File: config.mk
export PLATFORM = sky130hd
export DESIGN_NAME = tri_raster
export DESIGN_NICKNAME = d
export VERILOG_FILES = /design/src/rtl/tri_raster_pkg.sv /design/src/rtl/tri_raster_edge_step.sv /design/src/rtl/tri_raster.sv
export SDC_FILE = /design/constraint.sdc
export NUM_CORES = 2
export LEC_CHECK = 0
export CORE_ASPECT_RATIO = 1.4
export CORE_MARGIN = 10
export CORE_UTILIZATION = 60
export CTS_BUF_LIST = sky130_fd_sc_hd__clkbuf_8 sky130_fd_sc_hd__clkbuf_16
export DETAILED_ROUTE_END_ITERATION = 12
export HOLD_SLACK_MARGIN = 0.15
export PLACE_DENSITY = 0.84
export SYNTH_ARGS = -nofsm -noshare
export SYNTH_HDL_FRONTEND = slang
export SYNTH_SLANG_ARGS = --single-unit
File: constraint.sdc
create_clock -name clk_pix -period 13.4 [get_ports clk_pix]
set_input_delay 1.34 -clock clk_pix [delete_from_list [all_inputs] [get_ports clk_pix]]
set_output_delay 1.34 -clock clk_pix [all_outputs]
set_load 0.01 [all_outputs]
File: src/rtl/tri_raster_pkg.sv
// Shared widths, state encoding, vertex/edge records and edge-function helpers
// for the tri_raster triangle rasterizer.
package tri_raster_pkg;
    localparam int TR_XW = 10;
    localparam int TR_YW = 9;
    localparam int TR_EW = 24;

    typedef enum logic [2:0] {
        IDLE   = 3'd0,
        SETUP0 = 3'd1,
        SETUP1 = 3'd2,
        SCAN   = 3'd3,
        DONE   = 3'd4
    } state_t;

    typedef struct packed {
        logic signed [TR_XW:0] x;
        logic signed [TR_YW:0] y;
    } vertex_t;

    typedef struct packed {
        logic signed [TR_EW-1:0] dex;
        logic signed [TR_EW-1:0] dey;
        logic signed [TR_EW-1:0] e;
        logic signed [TR_EW-1:0] row_e;
    } edge_t;

    function automatic logic signed [TR_EW-1:0] sext_x(input logic signed [TR_XW:0] v);
        return {{(TR_EW-TR_XW-1){v[TR_XW]}}, v};
    endfunction

    function automatic logic signed [TR_EW-1:0] sext_y(input logic signed [TR_YW:0] v);
        return {{(TR_EW-TR_YW-1){v[TR_YW]}}, v};
    endfunction

    // Edge function of the directed edge vi->vj evaluated at point p.
    function automatic logic signed [TR_EW-1:0] edge_at(
        input logic signed [TR_EW-1:0] px, py, xi, yi, xj, yj);
        return (px - xi) * (yj - yi) - (py - yi) * (xj - xi);
    endfunction

    // Inside test that accepts either winding; pixels on an edge count as inside.
    function automatic logic inside_tri(input logic signed [TR_EW-1:0] e0, e1, e2);
        logic all_ge;
        logic all_le;
        all_ge = !e0[TR_EW-1] && !e1[TR_EW-1] && !e2[TR_EW-1];
        all_le = (e0[TR_EW-1] || (e0 == '0)) && (e1[TR_EW-1] || (e1 == '0)) &&
                 (e2[TR_EW-1] || (e2 == '0));
        return all_ge || all_le;
    endfunction
endpackage

File: src/rtl/tri_raster_edge_step.sv
// tri_edge_step: one edge-function accumulator with load, x-step and row-step.
module tri_edge_step
    import tri_raster_pkg::*;
(
    input  logic                    clk,
    input  logic                    reset,
    input  logic                    load,
    input  logic                    step_x,
    input  logic                    step_y,
    input  logic signed [TR_EW-1:0] dex_in,
    input  logic signed [TR_EW-1:0] dey_in,
    input  logic signed [TR_EW-1:0] e_init,
    output logic signed [TR_EW-1:0] e_next
);
    edge_t edg_q;
    edge_t edg_d;

    // Next accumulator value; a row step restarts from the saved row-start value.
    always_comb begin
        edg_d = edg_q;
        if (load) begin
            edg_d.dex   = dex_in;
            edg_d.dey   = dey_in;
            edg_d.e     = e_init;
            edg_d.row_e = e_init;
        end else if (step_y) begin
            edg_d.e     = edg_q.row_e + edg_q.dey;
            edg_d.row_e = edg_q.row_e + edg_q.dey;
        end else if (step_x) begin
            edg_d.e     = edg_q.e + edg_q.dex;
        end else begin
            edg_d = edg_q;
        end
    end

    // Accumulator register.
    always_ff @(posedge clk) begin
        if (reset) begin
            edg_q <= '0;
        end else begin
            edg_q <= edg_d;
        end
    end

    assign e_next = edg_d.e;
endmodule

File: src/rtl/tri_raster.sv
// tri_raster: latches one triangle, sets up three edge functions and scans its
// bounding box row-major. Macro TRI_RASTER_BARY_EN adds weight and area outputs.
module tri_raster
    import tri_raster_pkg::*;
#(
    parameter int XW = TR_XW,
    parameter int YW = TR_YW,
    parameter int EW = TR_EW
) (
    input  logic          clk_pix,
    input  logic          reset,
    input  logic          start,
    input  logic [8:0]    ax,
    input  logic [6:0]    ay,
    input  logic [7:0]    abx,
    input  logic [7:0]    aby,
    input  logic [7:0]    acx,
    input  logic [7:0]    acy,
    output logic          busy,
    output logic          done,
    output logic          out_valid,
    input  logic          out_ready,
    output logic [XW-1:0] out_x,
    output logic [YW-1:0] out_y
`ifdef TRI_RASTER_BARY_EN
    ,
    output logic [EW-1:0] out_w0,
    output logic [EW-1:0] out_w1,
    output logic [EW-1:0] out_w2,
    output logic [EW-1:0] out_area
`endif
);
    localparam logic [XW-1:0] X_ONE = {{(XW-1){1'b0}}, 1'b1};
    localparam logic [YW-1:0] Y_ONE = {{(YW-1){1'b0}}, 1'b1};

    state_t             state_q, state_d;
    logic [47:0]        vin_q, vin_d;
    vertex_t            vb_q, vb_d, vc_q, vc_d;
    logic signed [XW:0] xmin_q, xmin_d, xmax_q, xmax_d;
    logic signed [YW:0] ymin_q, ymin_d, ymax_q, ymax_d;
    logic [XW-1:0]      cx_q, cx_d;
    logic [YW-1:0]      cy_q, cy_d;
    logic               busy_q, busy_d, done_q, done_d, out_valid_q, out_valid_d;

    logic [8:0]         ax_l;
    logic [6:0]         ay_l;
    logic [7:0]         abx_l, aby_l, acx_l, acy_l;
    vertex_t            va_s, vb_s, vc_s;
    logic signed [XW:0] xlo_s, xhi_s;
    logic signed [YW:0] ylo_s, yhi_s;
    logic signed [EW-1:0] xa_e, ya_e, xb_e, yb_e, xc_e, yc_e, xmin_e, ymin_e;
    logic signed [EW-1:0] dex0_s, dey0_s, e0_init_s, dex1_s, dey1_s, e1_init_s;
    logic signed [EW-1:0] dex2_s, dey2_s, e2_init_s, area_s;
    logic signed [EW-1:0] e0_n, e1_n, e2_n;
    logic               load_s, step_x_s, step_y_s;

    assign {ax_l, ay_l, abx_l, aby_l, acx_l, acy_l} = vin_q;

    // Absolute vertices and bounding box, derived from the latched inputs.
    always_comb begin
        va_s.x = {{(XW-8){1'b0}}, ax_l};
        va_s.y = {{(YW-6){1'b0}}, ay_l};
        vb_s.x = va_s.x + {{(XW-7){abx_l[7]}}, abx_l};
        vb_s.y = {{(YW-7){1'b0}}, aby_l};
        vc_s.x = va_s.x + {{(XW-7){acx_l[7]}}, acx_l};
        vc_s.y = {{(YW-7){1'b0}}, acy_l};
        xlo_s = ($signed(vb_s.x) < $signed(va_s.x)) ? vb_s.x : va_s.x;
        xlo_s = ($signed(vc_s.x) < xlo_s) ? vc_s.x : xlo_s;
        xhi_s = ($signed(vb_s.x) > $signed(va_s.x)) ? vb_s.x : va_s.x;
        xhi_s = ($signed(vc_s.x) > xhi_s) ? vc_s.x : xhi_s;
        ylo_s = ($signed(vb_s.y) < $signed(va_s.y)) ? vb_s.y : va_s.y;
        ylo_s = ($signed(vc_s.y) < ylo_s) ? vc_s.y : ylo_s;
        yhi_s = ($signed(vb_s.y) > $signed(va_s.y)) ? vb_s.y : va_s.y;
        yhi_s = ($signed(vc_s.y) > yhi_s) ? vc_s.y : yhi_s;
    end

    // Edge setup: AB, BC, CA deltas and values at the box origin, plus area.
    always_comb begin
        xa_e      = sext_x(va_s.x);
        ya_e      = sext_y(va_s.y);
        xb_e      = sext_x(vb_q.x);
        yb_e      = sext_y(vb_q.y);
        xc_e      = sext_x(vc_q.x);
        yc_e      = sext_y(vc_q.y);
        xmin_e    = sext_x(xmin_q);
        ymin_e    = sext_y(ymin_q);
        dex0_s    = yb_e - ya_e;
        dey0_s    = xa_e - xb_e;
        e0_init_s = edge_at(xmin_e, ymin_e, xa_e, ya_e, xb_e, yb_e);
        dex1_s    = yc_e - yb_e;
        dey1_s    = xb_e - xc_e;
        e1_init_s = edge_at(xmin_e, ymin_e, xb_e, yb_e, xc_e, yc_e);
        dex2_s    = ya_e - yc_e;
        dey2_s    = xc_e - xa_e;
        e2_init_s = edge_at(xmin_e, ymin_e, xc_e, yc_e, xa_e, ya_e);
        area_s    = edge_at(xc_e, yc_e, xa_e, ya_e, xb_e, yb_e);
    end

    tri_edge_step u_edge_ab (
        .clk(clk_pix), .reset(reset), .load(load_s), .step_x(step_x_s), .step_y(step_y_s),
        .dex_in(dex0_s), .dey_in(dey0_s), .e_init(e0_init_s), .e_next(e0_n)
    );
    tri_edge_step u_edge_bc (
        .clk(clk_pix), .reset(reset), .load(load_s), .step_x(step_x_s), .step_y(step_y_s),
        .dex_in(dex1_s), .dey_in(dey1_s), .e_init(e1_init_s), .e_next(e1_n)
    );
    tri_edge_step u_edge_ca (
        .clk(clk_pix), .reset(reset), .load(load_s), .step_x(step_x_s), .step_y(step_y_s),
        .dex_in(dex2_s), .dey_in(dey2_s), .e_init(e2_init_s), .e_next(e2_n)
    );

    // Sequencer next-state; outputs are decoded from the next state so they register cleanly.
    always_comb begin
        state_d  = state_q;
        vin_d    = vin_q;
        vb_d     = vb_q;
        vc_d     = vc_q;
        xmin_d   = xmin_q;
        xmax_d   = xmax_q;
        ymin_d   = ymin_q;
        ymax_d   = ymax_q;
        cx_d     = cx_q;
        cy_d     = cy_q;
        load_s   = 1'b0;
        step_x_s = 1'b0;
        step_y_s = 1'b0;
        case (state_q)
            IDLE: begin
                if (start) begin
                    vin_d   = {ax, ay, abx, aby, acx, acy};
                    state_d = SETUP0;
                end else begin
                    state_d = IDLE;
                end
            end
            SETUP0: begin
                vb_d    = vb_s;
                vc_d    = vc_s;
                xmin_d  = xlo_s;
                xmax_d  = xhi_s;
                ymin_d  = ylo_s;
                ymax_d  = yhi_s;
                state_d = SETUP1;
            end
            SETUP1: begin
                load_s  = 1'b1;
                cx_d    = xmin_q[XW-1:0];
                cy_d    = ymin_q[YW-1:0];
                state_d = (area_s == '0) ? DONE : SCAN;
            end
            SCAN: begin
                if (out_valid_q && !out_ready) begin
                    state_d = SCAN;
                end else if ({1'b0, cx_q} == xmax_q) begin
                    if ({1'b0, cy_q} == ymax_q) begin
                        state_d = DONE;
                    end else begin
                        cx_d     = xmin_q[XW-1:0];
                        cy_d     = cy_q + Y_ONE;
                        step_y_s = 1'b1;
                    end
                end else begin
                    cx_d     = cx_q + X_ONE;
                    step_x_s = 1'b1;
                end
            end
            DONE: begin
                state_d = IDLE;
            end
            default: begin
                state_d = IDLE;
            end
        endcase
        busy_d      = (state_d == SETUP0) || (state_d == SETUP1) || (state_d == SCAN);
        done_d      = (state_d == DONE);
        out_valid_d = (state_d == SCAN) && inside_tri(e0_n, e1_n, e2_n);
    end

    // State and datapath registers.
    always_ff @(posedge clk_pix) begin
        if (reset) begin
            state_q     <= IDLE;
            vin_q       <= '0;
            vb_q        <= '0;
            vc_q        <= '0;
            xmin_q      <= '0;
            xmax_q      <= '0;
            ymin_q      <= '0;
            ymax_q      <= '0;
            cx_q        <= '0;
            cy_q        <= '0;
            busy_q      <= 1'b0;
            done_q      <= 1'b0;
            out_valid_q <= 1'b0;
        end else begin
            state_q     <= state_d;
            vin_q       <= vin_d;
            vb_q        <= vb_d;
            vc_q        <= vc_d;
            xmin_q      <= xmin_d;
            xmax_q      <= xmax_d;
            ymin_q      <= ymin_d;
            ymax_q      <= ymax_d;
            cx_q        <= cx_d;
            cy_q        <= cy_d;
            busy_q      <= busy_d;
            done_q      <= done_d;
            out_valid_q <= out_valid_d;
        end
    end

    assign busy      = busy_q;
    assign done      = done_q;
    assign out_valid = out_valid_q;
    assign out_x     = cx_q;
    assign out_y     = cy_q;

`ifdef TRI_RASTER_BARY_EN
    logic signed [EW-1:0] area_q, area_d;
    logic [EW-1:0]        area_abs_q, area_abs_d;
    logic [EW-1:0]        w0_q, w0_d, w1_q, w1_d, w2_q, w2_d;

    // Weights follow the pixel being presented, flipped so they are non-negative.
    always_comb begin
        area_d     = (state_q == SETUP1) ? area_s : area_q;
        area_abs_d = area_d[EW-1] ? -area_d : area_d;
        w0_d       = area_d[EW-1] ? -e0_n : e0_n;
        w1_d       = area_d[EW-1] ? -e1_n : e1_n;
        w2_d       = area_d[EW-1] ? -e2_n : e2_n;
    end

    // Weight and area registers.
    always_ff @(posedge clk_pix) begin
        if (reset) begin
            area_q     <= '0;
            area_abs_q <= '0;
            w0_q       <= '0;
            w1_q       <= '0;
            w2_q       <= '0;
        end else begin
            area_q     <= area_d;
            area_abs_q <= area_abs_d;
            w0_q       <= w0_d;
            w1_q       <= w1_d;
            w2_q       <= w2_d;
        end
    end

    assign out_w0   = w0_q;
    assign out_w1   = w1_q;
    assign out_w2   = w2_q;
    assign out_area = area_abs_q;
`endif
endmodule

# Yosys cells after proc, flatten, opt, wreduce, memory -nomap -nowiden
# Cells that the tools add are included.
# W data, S select, Z words.
[word_totals]
reg_bits = 358
inputBits = 52
[op_classes]
add_sub_neg = 30
mul = 8
magnitude_cmp = 8
eq_ne = 13
n_mux = 39
reduce_logical = 26
[op_table]
columns = ["cell", "count"]
rows = [
  ["$mux W48", 6],
  ["$logic_not A24 Y1", 4],
  ["$mul A12 B9 Y21", 4],
  ["$mul A9 B12 Y21", 4],
  ["$add A24 B12 Y24", 3],
  ["$add A24 B9 Y24", 3],
  ["$mux W24", 3],
  ["$sub A21 B21 Y22", 3],
  ["$sub A11 B11 Y12", 4],
  ["$mux W11", 4],
  ["$sub A11 B10 Y12", 3],
  ["$mux W8", 4],
  ["$mux W10", 3],
  ["$mux W9", 3],
  ["$sub A8 B7 Y9", 3],
  ["$sub A8 B8 Y9", 3],
  ["$sub A10 B11 Y12", 2],
  ["$sub A24 B24 Y24", 1],
  ["$add A10 B8 Y11", 2],
  ["$pmux W10 S2", 1],
  ["$pmux W9 S2", 1],
  ["$eq A3 B2 Y1 const B", 4],
  ["$mux W3", 4],
  ["$pmux W3 S4", 1],
  ["26 further kinds", 51],
]

# Logic depth before layout (Yosys ltp)
[depth]
ltp_word = 13
depth_mapped = 46
mapped_depth_nobuf = 46

# By module
# From an unflattened synthesis, not the netlist that was laid out.
[unflattened]
cells_unflattened = 7801
hier_area_um2 = 66707.7
[modules_own_cells]
columns = ["module", "n_inst", "cells_per_inst", "area_each_um2", "seq_area_each_um2"]
rows = [
  ["tri_raster", 1, 5533, 47616.9, 2982.9],
  ["tri_edge_step", 3, 756, 6363.6, 1921.8],
]

# Worst setup path after synthesis
# No wires, ideal clock.
[synth_path]
path_kind = "reg2reg"
from = "register vin_q[40]"
to = "register out_valid_q, in the netlist out_valid"
setup_time_ns = 0.088
arrival_time_ns = 9.511
slack_ns = 3.801
stages_incl_launch_ff = 42
period_less_slack_ns = 9.599
path_cell_list = "dfxtp_1 inv_1 fa_1 a21o_1 a21oi_1 o21bai_1 a21oi_1 o21bai_1 a21oi_1 xnor2_1 nand2b_1 fa_1 inv_1 fa_1 fa_1 fa_1 inv_1 fa_1 [6 not listed] a21oi_1 o21bai_1 a21oi_1 o21bai_1 a21oi_1 xnor2_1 ha_1 and3_1 a221oi_1 nand2b_1 xnor2_1 o22ai_1 a221o_1 nor4_1 nand4_1 o31ai_1 o221ai_1 a311oi_2"
[synth_between]
elab_chain_cells = 10
word_cells_on_any_way = 30
[synth_rtl]
columns = ["item", "line", "rtl"]
rows = [
  ["start: declaration", "tri_raster.sv:37", "logic [47:0] vin_q, vin_d;"],
  ["start signal: assignment", "tri_raster.sv:197", "vin_q <= vin_d;"],
  ["branches (longest 9 deep; another with $sub A21 B21 Y22)", "-", ""],
  ["$logic_and A1 B1 Y1 (*)", "tri_raster.sv:176", "out_valid_d = (state_d == SCAN) && inside_tri(e0_n, e1_n, e2_n);"],
  ["end signal: assignment", "tri_raster.sv:208", "out_valid_q <= out_valid_d;"],
  ["end: declaration", "tri_raster.sv:43", "logic busy_q, busy_d, done_q, done_d, out_valid_q, out_valid_d;"],
]
# Mark *: on every way between the ends.
# A chain may end at the register's enable or synchronous reset.

# Worst setup path in the final report
[layout_path]
from = "register vin_q[40]"
to = "register busy_q, in the netlist busy"
[layout_between]
elab_chain_cells = 9
word_cells_on_any_way = 13
[layout_rtl]
columns = ["item", "line", "rtl"]
rows = [
  ["$sub A11 B10 Y12", "tri_raster_pkg.sv:39", "return (px - xi) * (yj - yi) - (py - yi) * (xj - xi);"],
  ["$mul A12 B9 Y21 / $mul A9 B12 Y21 (equally long branches)", "tri_raster_pkg.sv:39", ""],
  ["$sub A21 B21 Y22 (*)", "tri_raster_pkg.sv:39", ""],
  ["$logic_not A24 Y1 (*)", "tri_raster.sv:149", "state_d = (area_s == '0) ? DONE : SCAN;"],
  ["$mux W3 (*)", "tri_raster.sv:149", ""],
  ["$pmux W3 S4 (*)", "tri_raster.sv:127", "case (state_q)"],
  ["$eq A3 B1 Y1 / $eq A3 B2 Y1 (equally long branches)", "tri_raster.sv:174", "busy_d = (state_d == SETUP0) || (state_d == SETUP1) || (state_d == SCAN);"],
  ["$logic_or A1 B1 Y1", "tri_raster.sv:174", ""],
  ["$logic_or A1 B1 Y1 (*)", "tri_raster.sv:174", ""],
  ["end signal: assignment", "tri_raster.sv:206", "busy_q <= busy_d;"],
  ["end: declaration", "tri_raster.sv:43", ""],
]
# Mark *: on every way between the ends. The rest lies on a longest branch, timed or not.

==> impl_metrics.sql <==
INSERT INTO impl_metrics (metric_group, metric, value, unit) VALUES
('cells_and_area', 'layout.cells.non_filler', '8614', ''),
('drt', 'detailedRoute.firstIterationViolations', '4534', ''),
('global_route', 'antenna_found_initial', '7', ''),
('global_route', 'grt_start_max_net_pins', '193', ''),
('timing', 'max_slew_violation_count', '0', ''),
('timing', 'finalCritPeriodShare', '0.852', ''),
('place', 'gpl.final_weighted_congestion', '1.05', ''),
('critical_path', 'r2r-start', 'vin_q[40]', ''),
('drt', 'drt_drc_violations_left', '0', ''),
('place', 'io_buffer_count', '73', ''),
('floorplan', 'initial_core_util', '0.604', ''),
('timing', 'slew_headroom', '0.0483', ''),
('floorplan', 'fp.coreArea', '0.102', 'mm2'),
('yosys', 'yosys_warnings', '0', ''),
('critical_path', 'critPathArrivalTime', '11840', 'ps'),
('yosys', 'mappedNetlistNets', '8914', ''),
('outcome', 'run_status', 'finished, final reports clean', ''),
('clock_tree', 'postCtsHoldBufs', '0', ''),
('clock_tree', 'cts.path.max_buffers', '3', ''),
('timing', 'finalWorstPathRequiredPeriod', '11420', 'ps'),
('critical_path', 'crit_fanout', '13', ''),
('drt', 'detailroute.via_count', '53100', ''),
('clock_tree', 'post_cts.repair.setup_buffers', '0', ''),
('clock_tree', 'cts_root_buffer', 'clkbuf_16', ''),
('yosys', 'yosysUniqueCellTypes', '85', ''),
('yosys', 'synthesis.instances', '7248', ''),
('cells_and_area', 'multi_input_combinational_cell_area', '0.0500', 'mm2'),
('min_path', 'worst_hold_path_type', 'reg -> reg', ''),
('yosys', 'synth_register_bits', '356', ''),
('yosys', 'synth-edff-count', '0', ''),
('cells_and_area', 'area_growth', '6.35', '%'),
('timing', 'fin_skew', '51.7', 'ps'),
('clock_tree', 'cts.repair.resized', '0', ''),
('timing', 'grt_setup_unrepaired', 'false', ''),
('critical_path', 'slowest_stage', 'dfxtp_1', ''),
('global_route', 'global_route.usage.met3', '0.0764', ''),
('global_route', 'globalRoute.busiestLayer', 'met2', ''),
('yosys', 'synthFlopType', 'dfxtp_1', ''),
('global_route', 'vias_in_the_first_global_route', '55200', ''),
('clock_tree', 'tritoncts', 'yes', ''),
('critical_path', 'timing.critical_path.from', 'vin_q[40]', ''),
('timing', 'max_freq', '87.6', 'MHz'),
('drt', 'detail-route-antenna-nets', '0', ''),
('drt', 'routed_wl', '198', 'mm'),
('cells_and_area', 'regArea', '0.00713', 'mm2'),
('drt', 'post_drt_wl_per_cell', '22.9', 'um'),
('global_route', 'gr-usage-met2', '0.550', ''),
('global_route', 'grt_pass1_wl', '306', 'mm'),
('timing', 'finalSetupViolations', '0', ''),
('yosys', 'average_size_of_a_mapped_cell', '8.54', 'um2'),
('run', 'max-cap-violations', '0', ''),
('clock_tree', 'htree_num_levels', '2', ''),
('clock_tree', 'cts_made_buffers', '44', ''),
('cells_and_area', 'proportion_of_layout_cells_with_a_drive_suffix_above_1', '0.0378', ''),
('critical_path', 'cpPeakStageDelay', '740', 'ps'),
('critical_path', 'critPathCaptureType', 'flop', ''),
('global_route', 'global_route.overflow_total', '0', ''),
('critical_path', 'ws_path_type', 'reg -> reg', ''),
('drt', 'vias_per_cell', '6.16', ''),
('global_route', 'global_route.usage.total', '0.335', ''),
('yosys', 'synth.yosys.seq_area_share', '0.115', ''),
('clock_tree', 'clock-sinks', '356', ''),
('timing', 'max_slew.worst_pin.slew', '1420', 'ps'),
('drt', 'detailedRoute.firstPassIterationCount', '8', ''),
('place', 'placed_cells_incl_taps', '8531', ''),
('timing', 'final-hold-violation-count', '0', ''),
('cells_and_area', 'nNetsFinal', '8904', ''),
('place', 'detailed_place_hpwl', '160', 'mm'),
('timing', 'setup_total_negative_slack', '0', 'ps'),
('cells_and_area', 'mostFrequentLayoutCell', 'inv_1', ''),
('critical_path', 'critical_path.startpoint_type', 'flop', '');
[worst paths after layout]
check / to / slack, ps / depth (start not counted)
setup / recovery: busy / 1980 / 37
hold / removal: u_edge_ca.edg_q[8] / 460 / 2
setup reg to reg: busy / 1980 / 37
hold reg to reg: u_edge_ca.edg_q[8] / 460 / 2
[sequential cells by signal (all words and copies together) (netlist names)]
signal	count
out_valid	1
xmax_q	11
u_edge_bc.edg_q	69
busy	1
done	1
u_edge_ca.edg_q	69
xmin_q	11
state_q	3
out_y	9
out_x	10
ymax_q	8
vc_q	19
vb_q	19
ymin_q	8
vin_q	48
u_edge_ab.edg_q	69
[worst max-delay path, delay by kind of cell, from the launching register on]
family	cells	cell delay (ps)
AOI/OAI and AO/OA	14	3000
DFF	1	740
adders and majority gates	9	4190
and+or+nand+nor	8	2560
buffers and inverters	6	770
[final cells by class]
class / instances / area share
clock buffers: 53 / 0.0188
clock inverters: 27 / 0.00361
flip-flops and latches: 356 / 0.108
repair buffers: 188 / 0.0245
inverters: 1034 / 0.0590
well taps: 1339 / 0.0255
multi-input cells: 5614 / 0.760
diodes: 3 / 0.000114
[kinds of logic (layout without fill, tap and decap cells)]
group / after synthesis / in the layout / synth area share
simple gates: 2078 / 2078 / 0.155
fa+ha+maj: 1614 / 1614 / 0.435
compound gates: 1421 / 1421 / 0.146
buf+inv: 1278 / 1302 / 0.0776
xor+xnor: 449 / 449 / 0.0636
flops: 356 / 356 / 0.115
mux: 51 / 51 / 0.00835
other cells: 1 / 4 / 0.0000606
[Yosys cell counts (14+ instances only)]
master    instances  area share
o22ai_1          21      0.0021
o21a_1           59      0.0072
xor2_1          171       0.024
a31oi_1          41      0.0041
nor3_1           45      0.0036
nand4_1          31      0.0031
nand3_1          49      0.0040
nor2_1          665       0.040
a21oi_1         534       0.043
a22oi_1          37      0.0045
nor4_1           14      0.0014
buf_1            21      0.0013
nor2b_1          92      0.0093
clkbuf_1        220       0.013
and2_1           83      0.0084
nand2b_1        175       0.018
and3_1           50      0.0051
dfxtp_1         356        0.12
nor3b_1          16      0.0019
mux2i_1          46      0.0074
or2_2            55      0.0056
o21bai_1         82       0.010
nand2_1         721       0.044
inv_1          1031       0.063
a21o_1          173       0.021
nand4b_1         14      0.0020
a221oi_1         29      0.0041
ha_1            722        0.15
a211oi_1         63      0.0076
o211ai_1         42      0.0051
o21ai_0         144       0.012
fa_1            892        0.29
o21ai_1          48      0.0039
nand3b_1         20      0.0024
xnor2_1         278       0.039
[metrics by stage]
step	setup slack, ps	util	area [um2]
2_1_floorplan	3800	-	61900
3_3_place_gp	2360	0.628	64300
3_5_place_dp	2120	0.628	64300
4_1_cts	2110	0.642	65800
5_1_grt	1340	0.642	65800
6_report	1980	0.642	65800
[routing by layer]
| metal | wire length [um] | vias to the layer above |
|---|---|---|
| met5 | 73 | - |
| met4 | 19000 | 10 |
| met3 | 19400 | 901 |
| met2 | 90100 | 2754 |
| met1 | 69000 | 25800 |
| li1 | - | 23700 |
Power is not shown: default switching activity piles up to over one toggle a cycle in this logic, so the estimate is an artifact.
